<file path="src/rtl/exmem_elastic_reg.sv">
// EX->MEM pipeline register with a valid/ready handshake and a one-entry skid
// buffer. M drives the outputs; S catches the entry accepted while M is stalled,
// so in_ready depends on registered state only. Flush turns held entries into
// bubbles, and reset also zeroes the stored fields.
module exmem_elastic_reg #(
  parameter int unsigned WIDTH  = 32,
  parameter int unsigned ADDR_W = 4
) (
  input  logic              clk,
  input  logic              reset,
  input  logic              flush,
  // EX side
  input  logic              in_valid,
  output logic              in_ready,
  input  logic [WIDTH-1:0]  in_alu_result,
  input  logic [WIDTH-1:0]  in_write_data,
  input  logic [ADDR_W-1:0] in_wa3,
  input  logic              in_pcsrc,
  input  logic              in_regwrite,
  input  logic              in_memwrite,
  input  logic              in_memtoreg,
  // MEM side
  output logic              out_valid,
  input  logic              out_ready,
  output logic [WIDTH-1:0]  out_alu_result,
  output logic [WIDTH-1:0]  out_write_data,
  output logic [ADDR_W-1:0] out_wa3,
  output logic              out_pcsrc,
  output logic              out_regwrite,
  output logic              out_memwrite,
  output logic              out_memtoreg,
  output logic [1:0]        occupancy
);

  // Packed entry layout: {alu_result, write_data, wa3, pcsrc, regwrite, memwrite, memtoreg}
  localparam int unsigned PW = 2 * WIDTH + ADDR_W + 4;

  logic [PW-1:0] in_pkt;
  logic [PW-1:0] m_q, m_d;
  logic [PW-1:0] s_q, s_d;
  logic          m_v_q, m_v_d;
  logic          s_v_q, s_v_d;
  logic          accept;
  logic          pop;

  assign in_pkt = {in_alu_result, in_write_data, in_wa3,
                   in_pcsrc, in_regwrite, in_memwrite, in_memtoreg};

  // S is only ever occupied while M is, so a free S means room for one more entry.
  assign in_ready  = ~s_v_q;
  assign out_valid = m_v_q;
  assign accept    = in_valid & in_ready;
  assign pop       = m_v_q & out_ready;

  // Next-state for both slots; flush drops all valid bits but leaves data untouched.
  always_comb begin
    m_d   = m_q;
    s_d   = s_q;
    m_v_d = m_v_q;
    s_v_d = s_v_q;
    if (flush) begin
      m_v_d = 1'b0;
      s_v_d = 1'b0;
    end else if (pop && s_v_q) begin
      // Skid entry advances; a new entry refills S.
      m_d   = s_q;
      m_v_d = 1'b1;
      if (accept) begin
        s_d   = in_pkt;
        s_v_d = 1'b1;
      end else begin
        s_v_d = 1'b0;
      end
    end else if (pop) begin
      if (accept) begin
        m_d   = in_pkt;
        m_v_d = 1'b1;
      end else begin
        m_v_d = 1'b0;
      end
    end else if (m_v_q) begin
      // M stalled: park the new entry in S.
      if (accept) begin
        s_d   = in_pkt;
        s_v_d = 1'b1;
      end
    end else begin
      if (accept) begin
        m_d   = in_pkt;
        m_v_d = 1'b1;
      end
    end
  end

  // State registers with synchronous reset that also clears the payload.
  always_ff @(posedge clk) begin
    if (reset) begin
      m_q   <= '0;
      s_q   <= '0;
      m_v_q <= 1'b0;
      s_v_q <= 1'b0;
    end else begin
      m_q   <= m_d;
      s_q   <= s_d;
      m_v_q <= m_v_d;
      s_v_q <= s_v_d;
    end
  end

  // Output decode; control bits are gated so bubbles never write state downstream.
  always_comb begin
    out_alu_result = m_q[PW-1 -: WIDTH];
    out_write_data = m_q[PW-WIDTH-1 -: WIDTH];
    out_wa3        = m_q[4 +: ADDR_W];
    out_pcsrc      = m_q[3] & m_v_q;
    out_regwrite   = m_q[2] & m_v_q;
    out_memwrite   = m_q[1] & m_v_q;
    out_memtoreg   = m_q[0] & m_v_q;
    occupancy      = {1'b0, m_v_q} + {1'b0, s_v_q};
  end

endmodule

</file>
<file path="config.mk">
export PLATFORM = sky130hd
export DESIGN_NAME = exmem_elastic_reg
export DESIGN_NICKNAME = d
export VERILOG_FILES = /design/src/rtl/exmem_elastic_reg.sv
export SDC_FILE = /design/constraint.sdc
export NUM_CORES = 1
export LEC_CHECK = 0
export BUFFER_PORTS_ARGS = -buffer_cell sky130_fd_sc_hd__buf_2
export CAP_MARGIN = 0
export CORE_MARGIN = 2
export CORE_UTILIZATION = 40
export CTS_CLUSTER_SIZE = 40
export DETAILED_ROUTE_END_ITERATION = 8
export HOLD_SLACK_MARGIN = 0.03
export SLEW_MARGIN = 20
export SYNTH_ARGS = -nofsm -noshare
export SYNTH_HDL_FRONTEND = slang
export SYNTH_SLANG_ARGS = --single-unit
</file>
<file path="constraint.sdc">
create_clock -name clk -period 2.85 [get_ports clk]
set_input_delay 0.7125 -clock clk [delete_from_list [all_inputs] [get_ports clk]]
set_output_delay 0.7125 -clock clk [all_outputs]
set_load 0.02 [all_outputs]
</file>
## Yosys cells after proc, flatten, opt, wreduce, memory -nomap -nowiden

Cells that the tools add are included.

| storage, ports and cells | value |
|---|---|
| output and inout bits | 76 |
| latch bits | 0 |
| logic and storage cells | 38 |
| bits in writable memories | 0 |
| memory bits (read-only) | 0 |
| bits in registers | 146 |
| memories | 0 |

| cells by class | value |
|---|---|
| reductions and logical operators | 7 |
| add/subtract/negate cells | 1 |
| mux-type cells | 16 |
| bitwise logic cells | 8 |
| $mul | 0 |
| equal/unequal tests | 2 |
| shift-type cells | 0 |
| order comparisons | 0 |
| divide/modulo/power cells | 0 |

Operators with widths:

| cell | number |
|---|---|
| two-way mux 72 bit | 8 |
| two-way mux 1 bit | 8 |
| bitwise AND 1 bit | 6 |
| AND reduction 3 bit | 2 |
| nonzero test 2 bit | 2 |
| != test 3 x 1 -> 1 bit (second input constant) | 1 |
| adder 1 x 1 -> 2 bit | 1 |
| != test 2 x 1 -> 1 bit (second input constant) | 1 |
| NOT 1 bit | 2 |
| AND reduction 2 bit | 1 |
| OR reduction 2 bit | 1 |
| logical AND 1 bit | 1 |

## Depth between registers and ports, before layout

Gate-level depths: netlist of run 1.

| depth | value |
|---|---|
| depth after elaboration | 6 |
| gate-level depth with buffers | 6 |

## Worst setup path before layout of run 1

Ideal clock, no wire load.

| timing path | value |
|---|---|
| path kind | input port to flip-flop |
| start point | input port out_ready |
| end point | register m_q[0] |
| data arrival time | 1.746 ns |
| stages on the path | 5 |
| setup time | 0.147 ns |
| required time | 2.703 ns |
| path buffers | 2 |
| setup slack | 0.957 ns |
| cells stage by stage | nand2_1 -> a211oi_4 -> buf_6 -> buf_6 -> a311oi_2 |

| on the way | value |
|---|---|
| longest elaborated chain between the ends | 4 |
| elaborated cells on any way between the ends | 6 |
| classes of those cells | eq/ne: 1; mux: 2; bitwise: 1; reduce/logical: 2 |

RTL lines:

| what | RTL line | source |
|---|---|---|
| from (decl) | 24 | `input logic out_ready,` |
| bitwise AND 1 bit (*) | 53 | `assign pop = m_v_q & out_ready;` |
| logical AND 1 bit | 64 | `end else if (pop && s_v_q) begin` |
| != test 3 x 1 -> 1 bit (no line) | n/a |  |
| AND reduction 2 bit (no line) | n/a |  |
| to (signal assigned) | 103 | `m_q <= m_d;` |
| to (decl) | 39 | `logic [PW-1:0] m_q, m_d;` |

Every way passes the cells marked *; elsewhere a longest branch is shown, timed or not.
A chain may end at the register's enable or synchronous reset.

## Worst setup path in the final report of run 1

| timing path | value |
|---|---|
| start point | register m_v_q (netlist: out_valid) |
| end point | output port occupancy[0] |

| on the way | value |
|---|---|
| longest elaborated chain between the ends | 1 |

RTL lines:

| what | RTL line | source |
|---|---|---|
| from (decl) | 41 | `logic m_v_q, m_v_d;` |
| from (signal assigned) | 105 | `m_v_q <= m_v_d;` |
| adder 1 x 1 -> 2 bit | 119 | `occupancy = {1'b0, m_v_q} + {1'b0, s_v_q};` |
| to (decl) | 32 | `output logic [1:0] occupancy` |

Every way passes these cells.

==> impl_results.md, run 1 <==
* Initial antenna violation count at 0
* Reg2reg setup slack at 920 ps
* Wirelength per Cell at 14.0 um
* HP Class: reg -> reg
* Largest net degree at the start of global routing at 53
* Latest clock arrival within the worst-skew pair at 420 ps
* Reg-to-Reg Start: out_valid
* Final Cell Area at 0.00780 mm^2
* Clock root cell: clkbuf_16
* Most frequent cells in the layout: nand2_1 (290), buf_2 (151), dfxtp_1 (146), a21oi_1 (74), a311oi_2 (72)
* Critical Path Sink Type: output port
* Multi-input logic area at 0.00297 mm^2
* Worst-path clk slew at 60 ps
* Ys async rst share at 0%
* Critical R2R Capture: m_q[19]
* Fin. max-slew vios at 0
* Die H at 134 um
* Synth warnings at 0
* Number of DRC markers in iteration 0 at 279
* Critical path fanouts, max at 8
* Clk buf depth at 2
* Core ar. at 0.0165 mm^2
* GR Util All Layers at 17.6%
* # DRC at 0
* Slew Limit Headroom at 66.6%
* Register area at 0.00292 mm^2
* Peak VDD IR at 0.396 mV
* Pleak at 3.04 nW
* Design Power at 5.21 mW
* Number of flops mapped to enable cells by yosys at 0
* Fin crit period at 2260 ps
* RD Place Congestion at 0.731
* Hold Crit Start: s_q[38]
* Placed insts at 1058
* Post-CTS Setup Repair Bufs at 0
* Post-layout util at 47.4%
* Crit path cell chain: buf_4 -> ha_1 -> buf_2
* Vias post-DR at 5295
* Netlist cell types at 20
* Slew of the pin with the lowest slew margin at 500 ps
* Crit start category: flop
* Slowest stage delay, CP at 490 ps
* DP Area at 0.00714 mm^2
* # port buffers at 152
* Synth Flop Type: dfxtp_1
* Crit path max-delay family: flip-flops
* I/O Pins at 153
* CTS tree: yes
* CP required at 2140 ps
* Status: complete, no violations
* Die extent in x at 134 um
* F_max at 0.443 GHz
* Clock skew at 6.90 ps
* Final Hold Violating Endpoints at 0
* Cts repair resizes at 0
* Max cap viols at 0
* DRT Wirelength at 15.3 mm
* Hold_buf cts at 0
* Synthesized area per cell at 8.39 um^2
* Final setup margin at 593 ps
* Hold Crit Depth at 2
* Clock sink total at 146
* Synthesized flop and latch total at 146
* Fin Hold WS at 453 ps
* NumNets Final at 935
* Post-Synthesis Net Count at 878
* First drt pass iteration count at 4
* Hold endpoint: s_q[38]
* Worst r2r path cells at 5
* Seq/Total Area, Yosys at 43.5%
* FP Rows at 47
* First-pass GRT wire length at 25.2 mm
* Part of the cycle the worst path needs at 79.2%
* Syn Std Cell Area at 0.00671 mm^2
* Fraction of layout cells with a size suffix above 1 at 32.1%
* Area delta synth->final at 16.2%
* CP max-delay cell: dfxtp_1
* Placement Setup Slack at 609 ps
* Post-DRT Antenna Nets at 0
* Diodes inserted at 0
* Die area at 0.0178 mm^2
* PwrDens at 668 mW/mm^2
* CP Class: reg -> out
* Post-Layout Cell Count at 1089
* Total grt overflow at 0
* Vias in the first global route at 5070
* RSZ-0062 raised after global routing: false
* Commonest non-fill, non-tap cell in the layout: nand2_1
* Hpwl dp at 9.59 mm
* Post-synthesis cell count at 800
* Initial Util at 40.8%
* Post-DR vias/cell at 4.86
* CTS Buf Count at 17
* CP arrival at 1540 ps
* Worst path buffer plus inverter count at 2
* Htree depth at 4
* Final setup vio count at 0
* Sum Neg Setup Slack at 0 ps
* Fill cell count at 1661
==> report_power, final <==
part	internal [mW]	switching [mW]	total, mW
sequential	2.12	0.0418	2.17
combinational	0.214	0.343	0.557
clock	1.64	0.842	2.48
==> per-layer routing <==
metal / routed length [um] / GRT usage (%)
met3: 649 / 5.14
met5: 0 / 0
met1: 7000 / 21.6
met4: 208 / 5.61
met2: 7430 / 29.9
==> worst max-delay path by stage <==
stage	from	to	slack, ps	cells past startpoint
finish	out_valid	occupancy[0]	590	3
global route	out_valid	occupancy[0]	540	3
CTS	out_valid	occupancy[0]	570	3
detailed placement	out_ready	m_q[9]	610	6
global placement	out_ready	m_q[18]	660	6
floorplan	out_ready	m_q[0]	960	5
==> worst min-delay path: cells and delay by family (launching register included) <==
kind / cells / cell delay, ps
DFF: 1 / 300
and+or+nand+nor: 1 / 50
AOI/OAI and AO/OA: 1 / 50
==> cells in the mapped netlist, types with 2 or more instances <==
| cell type | number | area [um^2] |
|---|---|---|
| a21oi_1 | 74 | 370 |
| a311oi_2 | 72 | 1080 |
| and2_1 | 4 | 25.0 |
| buf_2 | 3 | 15.0 |
| buf_4 | 69 | 518 |
| buf_6 | 14 | 158 |
| clkbuf_1 | 43 | 161 |
| dfxtp_1 | 146 | 2920 |
| nand2_1 | 290 | 1090 |
| nand3_1 | 2 | 10.0 |
| nor2_1 | 71 | 267 |
| nor2_2 | 4 | 25.0 |
==> flip-flops by register name, summed over array words and instances (netlist names) <==
register   cells
out_valid      1
s_q           72
m_q           72
s_v_q          1
==> area by class of cell <==
class | instances | share of cell area, %
multi-input cells | 524 | 38.1
well taps | 220 | 3.53
flip-flops and latches | 146 | 37.5
clock buffers | 22 | 6.21
inverters | 1 | 0.0481
clock inverters | 9 | 2.26
repair buffers | 167 | 12.4
==> kinds of logic (layout without fill, tap and decap cells) <==
kind of cell / count (synthesis) / in the layout / share of synthesized area, %
buf+inv: 130 / 199 / 12.7
simple gates: 375 / 375 / 21.5
flops: 146 / 146 / 43.5
fa+ha+maj: 1 / 1 / 0.186
compound gates: 148 / 148 / 22.1
Power figures use the tool's default switching activity.
==> run 2, diff against run 1 <==
clock period = 1.9 ns   (was 2.85 ns; I/O delays follow)
==> run 2 against run 1 <==
Critical path depth is the same. Die area is the same. Sequential power grew 50%. Critical endpoint unchanged.
==> impl_results.md, run 2 (synthesis results as in run 1) <==
* Final Cell Area at 0.00798 mm^2
* DRT Wirelength at 15.2 mm
* GR Util All Layers at 17.6%
* Post-layout util at 48.4%
* Worst-path clk slew at 60 ps
* CP arrival at 1310 ps
* First-pass GRT wire length at 25.2 mm
* Post-DRT Antenna Nets at 0
* Status: complete, no violations
* DP Area at 0.00737 mm^2
* Fin Hold WS at 294 ps
* Cts repair resizes at 1
* Part of the cycle the worst path needs at 94.2%
* Pleak at 3.11 nW
* Latest clock arrival within the worst-skew pair at 410 ps
* First drt pass iteration count at 4
* Initial Util at 40.8%
* Post-CTS Setup Repair Bufs at 0
* Core ar. at 0.0165 mm^2
* RD Place Congestion at 0.762
* FP Rows at 47
* Register area at 0.00292 mm^2
* Critical Path Sink Type: output port
* Most frequent cells in the layout: nand2_1 (290), buf_2 (151), dfxtp_1 (145), a21oi_1 (74), a311oi_2 (72)
* Slew Limit Headroom at 67.7%
* Commonest non-fill, non-tap cell in the layout: nand2_1
* Fraction of layout cells with a size suffix above 1 at 33.4%
* Initial antenna violation count at 1
* Final Hold Violating Endpoints at 0
* Slew of the pin with the lowest slew margin at 485 ps
* Die H at 134 um
* Vias post-DR at 5334
* Hold_buf cts at 0
* PwrDens at 939 mW/mm^2
* Area delta synth->final at 18.8%
* # port buffers at 152
* I/O Pins at 153
* Multi-input logic area at 0.00297 mm^2
* Final setup vio count at 0
* Total grt overflow at 0
* Clk buf depth at 2
* Max cap viols at 0
* CTS tree: yes
* CP Class: reg -> out
* Die area at 0.0178 mm^2
* HP Class: in -> reg
* Fin crit period at 1790 ps
* Largest net degree at the start of global routing at 43
* Top flop regs: m_q: 72 flops, s_q: 72 flops
* Clock root cell: clkbuf_16
* CP required at 1420 ps
* Htree depth at 4
* Post-DR vias/cell at 4.83
* Critical path fanouts, max at 5
* CTS Buf Count at 17
* Crit start category: flop
* F_max at 0.559 GHz
* # DRC at 0
* Fill cell count at 1648
* Wirelength per Cell at 13.8 um
* Vias in the first global route at 5045
* Clock skew at 13.4 ps
* Clock sink total at 146
* RSZ-0062 raised after global routing: false
* Sum Neg Setup Slack at 0 ps
* Die extent in x at 134 um
* NumNets Final at 949
* Number of DRC markers in iteration 0 at 287
* Fin. max-slew vios at 0
* Peak VDD IR at 0.570 mV
* Hpwl dp at 9.97 mm
==> run 2: changes by cell type in the layout (fill, tap and decap cells not counted), moves of 2 or more <==
cell	delta
buf_12	+10
buf_4	+3
bufinv_16	-3
clkinv_2	+2
clkinvlp_4	+2
==> run 2: power breakdown <==
group	internal (mW)	total, mW	switching [mW]
clock	2.10	3.37	1.27
combinational	0.355	0.874	0.519
sequential	3.19	3.25	0.0632
total	5.64	7.49	1.85
==> run 2: worst max-delay path, stage by stage (launching register included) <==
cell and delay (ps):
dfxtp_1 320, buf_4 160, ha_1 260, buf_2 160
==> run 2: routing by layer <==
layer,track usage (%),part of all wire (%),up-vias
li1,-,-,2746
met1,21.1,44,2471
met2,30.9,51,105
met3,4.22,4.1,12
met4,5.97,1.1,0
met5,0,0,-
==> run 2: final cells by class <==
class | instances | area share (%)
Inverter | 1 | 0.0471
Antenna cell | 1 | 0.0314
Timing Repair Buffer | 181 | 15.1
Sequential cell | 146 | 36.7
Multi-Input combinational cell | 524 | 37.2
Tap cell | 220 | 3.45
Clock inverter | 9 | 1.29
Clock buffer | 23 | 6.24
==> run 2: stage by stage <==
stage / power [mW] / cells / setup WS (ps)
after floorplan: 4.02 / 800 / 147
after detailed placement: 4.20 / 1072 / 12.3
after global routing: 7.83 / 1104 / 54.8
after CTS: 7.59 / 1104 / 18.7
final: 7.49 / 1105 / 111
after global placement: 4.19 / 1072 / 74.3
==> run 2: worst paths after layout <==
kind	slack [ps]	endpoint	from	cells after the start
setup / recovery	110	occupancy[0]	s_v_q	3
setup reg to reg	200	m_q[70]	out_valid	6
hold / removal	290	s_q[43]	in_alu_result[3]	3
hold reg to reg	450	s_q[0]	s_q[0]	2
==> run 3, diff against run 2 <==
RECOVER_POWER = 100   (was not set)
==> run 3 against run 2 <==
Core utilization decreased by 0.75 points. First-iteration DRC count increased by 0.35%. Die area unchanged. Combinational power decreased by 4.2%. Global-route usage unchanged. Sequential power about the same. Clock skew decreased by 8.5 ps. Via count about the same. Final cell count unchanged. Count of clock-buffer cells in the layout unchanged. Critical path depth unchanged. Setup slack about the same. Highest routed layer unchanged.
==> impl_results.md, run 3 (synthesis results as in run 1) <==
* Total grt overflow at 0
* I/O Pins at 153
* Placement Setup Slack at 12.3 ps
* Slew of the pin with the lowest slew margin at 865 ps
* DRT Wirelength at 15.2 mm
* CP Class: reg -> out
* CP required at 1420 ps
* Wirelength per Cell at 13.8 um
* Top flop regs: m_q: 72 flops, s_q: 72 flops
* Fraction of layout cells with a size suffix above 1 at 24.9%
* CTS tree: yes
* First-pass GRT wire length at 25.2 mm
* PwrDens at 949 mW/mm^2
* Latest clock arrival within the worst-skew pair at 410 ps
* Commonest non-fill, non-tap cell in the layout: nand2_1
* Post-DR vias/cell at 4.82
* Clk buf depth at 2
* Clock skew at 4.93 ps
* Core ar. at 0.0165 mm^2
* F_max at 0.559 GHz
* Number of DRC markers in iteration 0 at 288
* Area delta synth->final at 17.0%
* RSZ-0062 raised after global routing: false
* Initial antenna violation count at 1
* Hold_buf cts at 0
* Part of the cycle the worst path needs at 94.2%
* FP Rows at 47
* Pleak at 2.82 nW
* Slew Limit Headroom at 42.3%
* Final setup vio count at 0
* Die H at 134 um
* Most frequent cells in the layout: nand2_1 (290), dfxtp_1 (145), buf_2 (76), a21oi_1 (74), clkbuf_1 (72)
* First drt pass iteration count at 6
* Clock sink total at 146
* Worst-path clk slew at 60 ps
* NumNets Final at 949
* Critical path fanouts, max at 5
* Status: complete, no violations
* Critical Path Sink Type: output port
* Sum Neg Setup Slack at 0 ps
* Die area at 0.0178 mm^2
* CP arrival at 1310 ps
* Htree depth at 4
* Final Hold Violating Endpoints at 0
* # DRC at 0
* CTS Buf Count at 17
* Final setup margin at 111 ps
* HP Class: in -> reg
* Fin crit period at 1790 ps
* Hpwl dp at 9.97 mm
* RD Place Congestion at 0.762
* Die extent in x at 134 um
* Post-layout util at 47.7%
* Clock root cell: clkbuf_16
* Peak VDD IR at 0.568 mV
* Vias in the first global route at 5045
* Fin. max-slew vios at 0
* Fill cell count at 1683
* GR Util All Layers at 17.6%
* Max cap viols at 0
* Post-DRT Antenna Nets at 0
* Vias post-DR at 5329
* Initial Util at 40.8%
* Crit start category: flop
* # port buffers at 152
* Largest net degree at the start of global routing at 43
[run 3: metrics by stage]
step / power (mW) / cells / instance area (um^2) / hold slack [ps]
after floorplan: 4.02 / 800 / 6710 / 437
final: 7.45 / 1105 / 7850 / 306
after detailed placement: 4.20 / 1072 / 7370 / 447
after global routing: 7.79 / 1104 / 7850 / 302
after CTS: 7.59 / 1104 / 7970 / 287
after global placement: 4.19 / 1072 / 7370 / 442
[run 3: area by class of cell]
| class | instances | area (um^2) | area share [%] |
|---|---|---|---|
| antenna | 1 | 2.50 | 0.0319 |
| multi-input combinational | 524 | 2950 | 37.5 |
| timing repair buffer | 181 | 1100 | 14.0 |
| clock buffer | 23 | 498 | 6.34 |
| inverter | 1 | 3.75 | 0.0478 |
| clock inverter | 9 | 103 | 1.31 |
| tap | 220 | 275 | 3.51 |
| sequential | 146 | 2920 | 37.2 |
[run 3: repair_timing]
item	4_1_cts	5_1_grt
buffers inserted	0	0
hold endpoints to repair	0	0
resized for setup	1	1
endpoints found under the setup margin	1	1
[run 3: path summary, 6_finish.rpt]
check | from | end | slack [ps] | cells past startpoint
max | s_v_q | occupancy[0] | 110 | 3
min | in_write_data[28] | s_q[36] | 310 | 3
max reg2reg | out_valid | m_q[52] | 160 | 6
min reg2reg | s_q[0] | s_q[0] | 450 | 2
[run 3: critical path: stages, from the launching register on]
cell,delay [ps]
dfxtp_1,320
buf_4,160
ha_1,260
clkbuf_2,150
[run 3: where the power goes]
group	internal, mW	total, mW	switching, mW
sequential	3.19	3.25	0.0661
combinational	0.321	0.837	0.516
clock	2.10	3.36	1.26
total	5.61	7.45	1.85
[run 3: layer usage]
metal / GRT usage [%] / routed length [um] / vias up
met2: 30.9 / 7660 / 95
met4: 5.97 / 214 / 0
met3: 4.22 / 574 / 15
met1: 21.1 / 6790 / 2475
met5: 0 / 0 / -
li1: - / - / 2744
